File: config.mk
export PLATFORM = sky130hd
export DESIGN_NAME = pad_out_bank
export DESIGN_NICKNAME = d
export VERILOG_FILES = /design/src/rtl/pad_pkg.sv /design/src/rtl/pad_ssn_limiter.sv /design/src/rtl/pad_out_bank.sv
export SDC_FILE = /design/constraint.sdc
export NUM_CORES = 1
export LEC_CHECK = 0
export ABC_CLOCK_PERIOD_IN_PS = 2600
export CAP_MARGIN = 20
export CORE_MARGIN = 10
export CORE_UTILIZATION = 43
export DETAILED_ROUTE_END_ITERATION = 12
export GPL_ROUTABILITY_DRIVEN = 1
export PLACE_DENSITY = 0.72
export SLEW_MARGIN = 10
export SYNTH_ARGS = -nofsm -noshare
export SYNTH_HDL_FRONTEND = slang
export SYNTH_HIERARCHICAL = 1
export SYNTH_SLANG_ARGS = --single-unit
File: constraint.sdc
create_clock -name clk -period 2.6 [get_ports clk]
set_input_delay 0.39 -clock clk [delete_from_list [all_inputs] [get_ports clk]]
set_output_delay 0.39 -clock clk [all_outputs]
set_load 0.02 [all_outputs]
File: src/rtl/pad_pkg.sv
// Shared types and elaboration helpers for the output pad bank.
package pad_pkg;

    typedef enum logic [1:0] {
        OFF       = 2'd0,
        RAMP_UP   = 2'd1,
        ON        = 2'd2,
        RAMP_DOWN = 2'd3
    } pad_state_e;

    function automatic int ceil_div(input int num, input int den);
        return (num + den - 1) / den;
    endfunction

    // Bits needed to hold a group count in the range 0..n inclusive.
    function automatic int cnt_width(input int n);
        return (n <= 1) ? 1 : $clog2(n + 1);
    endfunction

endpackage

File: src/rtl/pad_ssn_limiter.sv
// Picks at most MAX_TOGGLE set bits of diff, lowest index first.
module pad_ssn_limiter
    import pad_pkg::*;
#(
    parameter int W          = 8,
    parameter int MAX_TOGGLE = 2
) (
    input  logic [W-1:0] diff,
    output logic [W-1:0] sel
);

    always_comb begin
        int budget;
        budget = 0;
        sel    = '0;
        for (int k = 0; k < W; k++) begin
            if (diff[k] && (budget < MAX_TOGGLE)) begin
                sel[k] = 1'b1;
                budget = budget + 1;
            end
        end
    end

endmodule

File: src/rtl/pad_out_bank.sv
// Output pad bank with staggered group enable/disable and deferred drive-strength loads.
// Define PAD_SSN_LIMIT_EN to cap the number of PAD bits switching per cycle at MAX_TOGGLE.
//
// state     | meaning
// OFF       | all pads disabled, drive-strength loads apply directly
// RAMP_UP   | enabling one group every STEP_CYCLES
// ON        | all pads enabled, ready asserted
// RAMP_DOWN | disabling one group every STEP_CYCLES, highest first
module pad_out_bank
    import pad_pkg::*;
#(
    parameter int CHANNELS    = 8,
    parameter int GROUP       = 2,
    parameter int STEP_CYCLES = 4,
    parameter int DRIVE_W     = 2,
    parameter int MAX_TOGGLE  = 2
) (
    input  logic                clk,
    input  logic                rst,
    input  logic [CHANNELS-1:0] I,
    input  logic                en_req,
    input  logic [DRIVE_W-1:0]  ds_in,
    input  logic                ds_load,
    output logic [CHANNELS-1:0] PAD,
    output logic [CHANNELS-1:0] PAD_OE,
    output logic [DRIVE_W-1:0]  PAD_DS,
    output logic                ready,
    output logic                busy
);

    localparam int G  = ceil_div(CHANNELS, GROUP);
    localparam int GW = cnt_width(G);
    localparam int TW = (STEP_CYCLES <= 1) ? 1 : $clog2(STEP_CYCLES);
    localparam logic [GW-1:0] G_ALL    = GW'(G);
    localparam logic [TW-1:0] T_RELOAD = TW'(STEP_CYCLES - 1);

    if (CHANNELS < 1 || CHANNELS > 64 || GROUP < 1 || GROUP > CHANNELS ||
        STEP_CYCLES < 1 || DRIVE_W < 1 || MAX_TOGGLE < 1) begin : g_param_check
        $error("pad_out_bank: parameter out of range");
    end

    pad_state_e          state_q, state_d;
    logic [GW-1:0]       grp_cnt_q, grp_cnt_d;
    logic [TW-1:0]       tmr_q, tmr_d;
    logic [CHANNELS-1:0] oe_q, oe_d;
    logic [CHANNELS-1:0] pad_q, pad_d;
    logic [DRIVE_W-1:0]  ds_q, ds_d;
    logic [DRIVE_W-1:0]  ds_pend_q, ds_pend_d;
    logic                ds_pend_vld_q, ds_pend_vld_d;
    logic [CHANNELS-1:0] pad_target;

    always_comb begin
        state_d       = state_q;
        grp_cnt_d     = grp_cnt_q;
        tmr_d         = tmr_q;
        ds_d          = ds_q;
        ds_pend_d     = ds_pend_q;
        ds_pend_vld_d = ds_pend_vld_q;
        oe_d          = '0;

        case (state_q)
            OFF: begin
                if (en_req) begin
                    state_d   = RAMP_UP;
                    grp_cnt_d = GW'(1);
                    tmr_d     = T_RELOAD;
                end
            end
            RAMP_UP: begin
                if (!en_req) begin
                    state_d = RAMP_DOWN;
                    tmr_d   = T_RELOAD;
                end else if (grp_cnt_q == G_ALL) begin
                    state_d = ON;
                end else if (tmr_q == '0) begin
                    grp_cnt_d = grp_cnt_q + GW'(1);
                    tmr_d     = T_RELOAD;
                end else begin
                    tmr_d = tmr_q - TW'(1);
                end
            end
            ON: begin
                if (!en_req) begin
                    state_d   = RAMP_DOWN;
                    grp_cnt_d = grp_cnt_q - GW'(1);
                    tmr_d     = T_RELOAD;
                end
            end
            RAMP_DOWN: begin
                if (en_req) begin
                    state_d = RAMP_UP;
                    tmr_d   = T_RELOAD;
                end else if (grp_cnt_q == '0) begin
                    state_d = OFF;
                end else if (tmr_q == '0) begin
                    grp_cnt_d = grp_cnt_q - GW'(1);
                    tmr_d     = T_RELOAD;
                end else begin
                    tmr_d = tmr_q - TW'(1);
                end
            end
            default: state_d = OFF;
        endcase

        for (int k = 0; k < CHANNELS; k++) begin
            oe_d[k] = (k < int'(grp_cnt_d) * GROUP);
        end

        // Loads during a ramp are parked and released on the edge that settles the bank.
        if (state_q == OFF || state_q == ON) begin
            if (ds_load) begin
                ds_d = ds_in;
            end
        end else begin
            if (ds_load) begin
                ds_pend_d     = ds_in;
                ds_pend_vld_d = 1'b1;
            end
            if ((state_d == ON || state_d == OFF) && ds_pend_vld_d) begin
                ds_d          = ds_pend_d;
                ds_pend_vld_d = 1'b0;
            end
        end
    end

    assign pad_target = oe_q & I;

`ifdef PAD_SSN_LIMIT_EN
    logic [CHANNELS-1:0] toggle_sel;

    pad_ssn_limiter #(
        .W          (CHANNELS),
        .MAX_TOGGLE (MAX_TOGGLE)
    ) u_ssn_limiter (
        .diff (pad_q ^ pad_target),
        .sel  (toggle_sel)
    );

    assign pad_d = pad_q ^ toggle_sel;
`else
    assign pad_d = pad_target;
`endif

    always_ff @(posedge clk or posedge rst) begin
        if (rst) begin
            state_q       <= OFF;
            grp_cnt_q     <= '0;
            tmr_q         <= '0;
            oe_q          <= '0;
            pad_q         <= '0;
            ds_q          <= '0;
            ds_pend_q     <= '0;
            ds_pend_vld_q <= 1'b0;
        end else begin
            state_q       <= state_d;
            grp_cnt_q     <= grp_cnt_d;
            tmr_q         <= tmr_d;
            oe_q          <= oe_d;
            pad_q         <= pad_d;
            ds_q          <= ds_d;
            ds_pend_q     <= ds_pend_d;
            ds_pend_vld_q <= ds_pend_vld_d;
        end
    end

    assign PAD    = pad_q;
    assign PAD_OE = oe_q;
    assign PAD_DS = ds_q;
    assign ready  = (state_q == ON);
    assign busy   = (state_q == RAMP_UP) || (state_q == RAMP_DOWN);

endmodule

; After elaboration in Yosys (flattened, before gate mapping)
; Index checks and enable logic that the tools add are counted.
[classes]
add_sub_neg = 3
n_lt_le_gt_ge = 8
n_eq_ne = 10
n_mux = 31
bitwise_logic = 1
n_reduce_logical = 11
[ops]
columns = operator, count
row1 = $mux 2, 17
row2 = $mux 3, 8
row3 = $lt 3x4->1 const A, 4
row4 = $pmux 2 s4, 2
row5 = $pmux 3 s4, 1
row6 = $and 8x8->8, 1
row7 = $lt 1x4->1 const A, 2
row8 = $lt 2x4->1 const A, 2
row9 = $eq 2x2->1 const B, 3
row10 = $logic_not 2->1, 3
row11 = $ne 2x2->1 const B, 3
row12 = $ne 3x3->1 const B, 2
row13 = $reduce_and 4->1, 1
row14 = $add 3x1->3 const B, 1
row15 = $eq 3x3->1 const B, 1
row16 = $logic_not 3->1, 1
row17 = $logic_or 1x1->1, 3
row18 = $mux 1, 3
row19 = $sub 3x1->3 const B, 1
row20 = $eq 2x1->1 const B, 1
row21 = $reduce_and 2->1, 1
row22 = $reduce_bool 2->1, 1
row23 = $sub 2x1->2 const B, 1
row24 = $logic_and 1x1->1, 1
[word_totals]
ff_bits = 28
input_bits = 14
out_inout_bits = 20
wordCells = 72

; Depth between registers and ports, before layout
[logic_depth]
word_depth = 9
depth_mapped = 8
mapped_depth_nobuf = 7

; Worst setup path before layout
; OpenSTA, ideal clock, no wires.
[synth_path]
path_type = register -> register
from = register grp_cnt_q[0]
to = register ds_q[0] (netlist: PAD_DS[0])
setup_ps = 125
arrival_ps = 1665
required_ps = 2475
slack_ps = 810
path_stages_with_launch = 8
path_buffers = 0
synth_period_minus_slack_ps = 1790
path_cell_list = dfrtp_1 inv_1 ha_1 nand2_1 o21ai_0 a221o_1 o21ba_1 mux2_4
[synth_between]
elab_chain_cells = 9
word_cells_on_any_way = 13
cone_classes = eq/ne (2) / mux (5) / reduce/logical (6)
[synth_rtl]
columns = element, line
row1 = from (decl), pad_out_bank.sv:43  ; logic [GW-1:0] grp_cnt_q, grp_cnt_d;
row2 = from (signal assigned), pad_out_bank.sv:156  ; grp_cnt_q <= grp_cnt_d;
row3 = $eq 3x3->1 / $logic_not 3->1 (equally long branches), "pad_out_bank.sv:73, pad_out_bank.sv:93"
row4 = $mux 2 (on tied branches), "pad_out_bank.sv:73, pad_out_bank.sv:93"
row5 = $mux 2 (on tied branches), "pad_out_bank.sv:70, pad_out_bank.sv:90"
row6 = $pmux 2 s4 *, pad_out_bank.sv:61  ; case (state_q)
row7 = $eq 2x2->1 / $logic_not 2->1 (equally long branches), pad_out_bank.sv:119  ; if ((state_d == ON || state_d == OFF) && ds_pend_vld_d) begin
row8 = $logic_or 1x1->1 *, pad_out_bank.sv:119
row9 = $logic_and 1x1->1 *, pad_out_bank.sv:119
row10 = $reduce_bool 2->1 (no line) *, n/a
row11 = $reduce_and 2->1 (no line) *, n/a
row12 = to (signal assigned), pad_out_bank.sv:160  ; ds_q <= ds_d;
row13 = to (decl), pad_out_bank.sv:47  ; logic [DRIVE_W-1:0] ds_q, ds_d;
; Every way passes the cells marked *; elsewhere a longest branch is shown, timed or not.
; A chain may end at the register's enable or synchronous reset.

; Worst setup path in the final report
[layout_path]
from = register state_q[1]
to = output port ready
[layout_between]
elab_chain_cells = 1
[layout_rtl]
columns = element, line
row1 = from (decl), pad_out_bank.sv:42  ; pad_state_e state_q, state_d;
row2 = from (signal assigned), pad_out_bank.sv:155  ; state_q <= state_d;
row3 = $eq 2x2->1, pad_out_bank.sv:169  ; assign ready = (state_q == ON);
row4 = to (decl), pad_out_bank.sv:27  ; output logic ready,
; Every way passes these cells.

==> results list <==
- Result of the run: finished, final reports clean
- Cell Area, Synth: 0.00127 sq mm
* Number of placement rows: 19
* RSZ-0062 raised after global routing: no
* Reg-to-reg setup timing slack: 0.53 ns
- The repair_antennas step left the layout with diodes totalling 0.
- Number of antenna violations at the first check in global routing: 0
- Of all cell types, the one taking the most synthesized area is dfrtp_1.
- IR analysis of the VDD net gives a maximum drop of 0.669 mV.
- Overflow left after global routing: 0
- For this run, the post-layout net count is 178.
- Post-synthesis async set-or-reset flop share: 100%
- After clock tree synthesis, the clock-pin slew on the worst setup and hold paths is 0.11 ns.
- Half-perimeter wire length after detailed placement: 2320 microns
* H-Tree Depth: 1
- Iteration-0 DRC Markers: 59
- Final hold violations: 0
- STA puts the critical path data arrival time at 1.81 ns.
- The final layout contains routed wiring with a total length of 2960 microns.
* Worst slew margin relative to its limit: 43.6%
- The tree is rooted in a clkbuf_4.
- Initial standard-cell utilization of the core: 45.7%
- Sequential cell area: 576 sq um
- From bottom edge to top edge, the die measures 74.3 microns.
- Synthesized Nets: 149
- Post-synthesis average cell area: 9.77 sq um
- After detailed routing, no signal wire sits above met4.
- Sequential cell area fraction in the yosys report: 45.3%
- CP Launch Type: flop
- Port-buffer cells: 33
- Worst Tran Pin Value: 0.844 ns
* Fin. max-slew vios: 0
- Die Width: 74.3 microns
- Num Clock Sinks: 23
* CTS tree: built
* Global-route wire length before repair: 4880 microns
- The synthesized design contains 0 enable-type register cells.
* Synth-to-Final Area Change: 26.8%
* Number of top-level pins: 34
* Largest clock skew in the final design: 0.00124 ns
* Number of DRC violations after detailed routing: 0
- Top_reg_cell synth: dfrtp_1
- Clk_lat worst skew: 0.30 ns
* Total leakage power: 0.714 nW
- The number of gates resized after CTS was 0.
- The Yosys step of the flow raised 6 warnings.
* Hold bufs inserted after CTS: 0
- Area of the core: 0.00278 sq mm
* Ranking of synthesized cells by instance count: dfrtp_1 (23), o21ai_0 (11), and2_1 (9), inv_1 (9), nand2_1 (9)
* Number of endpoints failing setup at the final stage: 0
- Final Cycle Share: 84.5%
- Ranking of synthesized cells by area: dfrtp_1 (45%), mux2_2 (5.3%), ha_1 (4.9%), and2_1 (4.4%), o21ai_0 (4.3%)
- Area enclosed by the die boundary: 0.00553 sq mm
- Number of placed instances with taps included: 185
- After routing, the total negative slack on setup checks comes to 0 ns.
- Number of register bits inferred by synthesis: 23
* Number of instances in the synthesized netlist: 130
* Max-capacitance violation count: 0
- Of the post-synthesis cell area, the dominant cell type holds 45.3%.
- The layout has 266 filler cells.
- By instance count, the leading cell after synthesis is dfrtp_1.
* Category of the worst setup path capture point: primary output
- Layout cell share with drive strength beyond 1: 10.8%
* F_max: 455 MHz
- For this block, the via count after detailed routing is 1039.
- Total routing resource utilization after global routing: 11.0%
- After the flow finishes, the layout carries non-filler instances totaling 189.
* Setup Buffers After CTS: 0
* First-pass DRT Iterations: 4
- Clock buffer count from CTS: 3
* Routed len/inst: 15.7 microns
- Critical path class: flop to primary output
- Number of vias per cell: 5.50
- WL met3: 327 microns
- Final Wtd Congestion: 1.03
- Worst Path Required: 2.21 ns
- Area of the multi-input gates: 594 sq um
* Wire length the detailed router placed on met1: 1210 microns
- Number of unique standard cell types used by synthesis: 36
- Pwr/cell area: 1080 mW/mm^2
* Post-route antenna net violation count: 0
- Critical-path maximum fanout: 13
* Total length of routed met2 wires: 1340 microns
- Entering global routing, the biggest net connects 24 pins.
- In this run the worst hold path is classified as flop to flop.
* Number of global-route vias before repair: 1026
* Longest Clk Path Bufs: 2
* Final critical path time including I/O delays and setup: 2.20 ns
[through the flow]
stage | worst slack (ns) | util [%] | total power [mW] | hold slack [ns] | cell area [sq um]
after CTS | 0.419 | 57.9 | 1.76 | 0.526 | 1610
after floorplan | 0.810 | - | 1.25 | 0.392 | 1270
after global placement | 0.383 | 57.0 | 1.56 | 0.489 | 1580
final | 0.403 | 57.9 | 1.75 | 0.521 | 1610
after detailed placement | 0.375 | 57.0 | 1.59 | 0.497 | 1580
after global routing | 0.327 | 57.9 | 1.88 | 0.552 | 1610
[worst max-delay path, stage by stage (launching register included)]
cell and delay, ns:
dfrtp_1 0.58, and2b_1 0.28, clkdlybuf4s50_1 0.64
[routing by layer]
layer / up-vias / global-route usage, %
li1: 491 / -
met1: 488 / 13.8
met2: 51 / 17.0
met3: 9 / 2.79
met4: 0 / 6.10
met5: - / 0
[state kept, by name (all words and copies together), names as in the netlist]
name and flops:
PAD 8, PAD_DS 2, PAD_OE 4, ds_pend_q 2, ds_pend_vld_q 1, grp_cnt_q 2
state_q 2, tmr_q 2
[area by class of cell]
| type | count | area share (%) |
|---|---|---|
| Clock buffer | 4 | 1.63 |
| Inverter | 10 | 2.33 |
| Multi-Input combinational cell | 87 | 36.9 |
| Sequential cell | 23 | 35.7 |
| Tap cell | 31 | 2.41 |
| Timing Repair Buffer | 34 | 21.0 |
[cells by family (layout without fill, tap and decap cells)]
logic type | Yosys count | after routing | synth area share [%]
DFF | 23 | 23 | 45.3
and+or+nand+nor | 44 | 44 | 19.1
buffers and inverters | 20 | 48 | 7.88
adders and majority gates | 5 | 5 | 4.93
AOI/OAI and AO/OA | 30 | 30 | 15.1
muxes | 8 | 8 | 7.68
[final timing paths]
path,startpoint,end,cells after the start
min,ds_pend_q[0]$_DFFE_PP0N_,ds_pend_q[0]$_DFFE_PP0N_,1
max reg2reg,grp_cnt_q[0]$_DFF_PP0_,PAD_OE[5]$_DFF_PP0_,7
max in group asynchronous,rst,PAD[7]$_DFF_PP0_,2
max,state_q[1]$_DFF_PP0_,ready,2
min reg2reg,ds_pend_q[0]$_DFFE_PP0N_,ds_pend_q[0]$_DFFE_PP0N_,1
min in group asynchronous,rst,PAD[2]$_DFF_PP0_,2
[cells in the final DEF (no fill, tap or decap), drive strengths merged, types with 3 or more instances in the layout]
| cell | instances |
|---|---|
| mux2 | 8 |
| and2 | 9 |
| nor2 | 6 |
| nor2b | 5 |
| inv | 10 |
| nand2 | 10 |
| dfrtp | 23 |
| nand2b | 6 |
| clkbuf | 4 |
| ha | 5 |
| clkdlybuf4s50 | 33 |
| a21oi | 8 |
| o21ai | 12 |
| nand3 | 3 |
[where the power goes]
part	switching, mW	total [mW]	internal, mW
logic	0.507	0.972	0.465
registers	0.123	0.615	0.492
clock network	0.0986	0.158	0.0598
total	0.729	1.75	1.02
No activity file was read; power rests on OpenSTA's default activity.
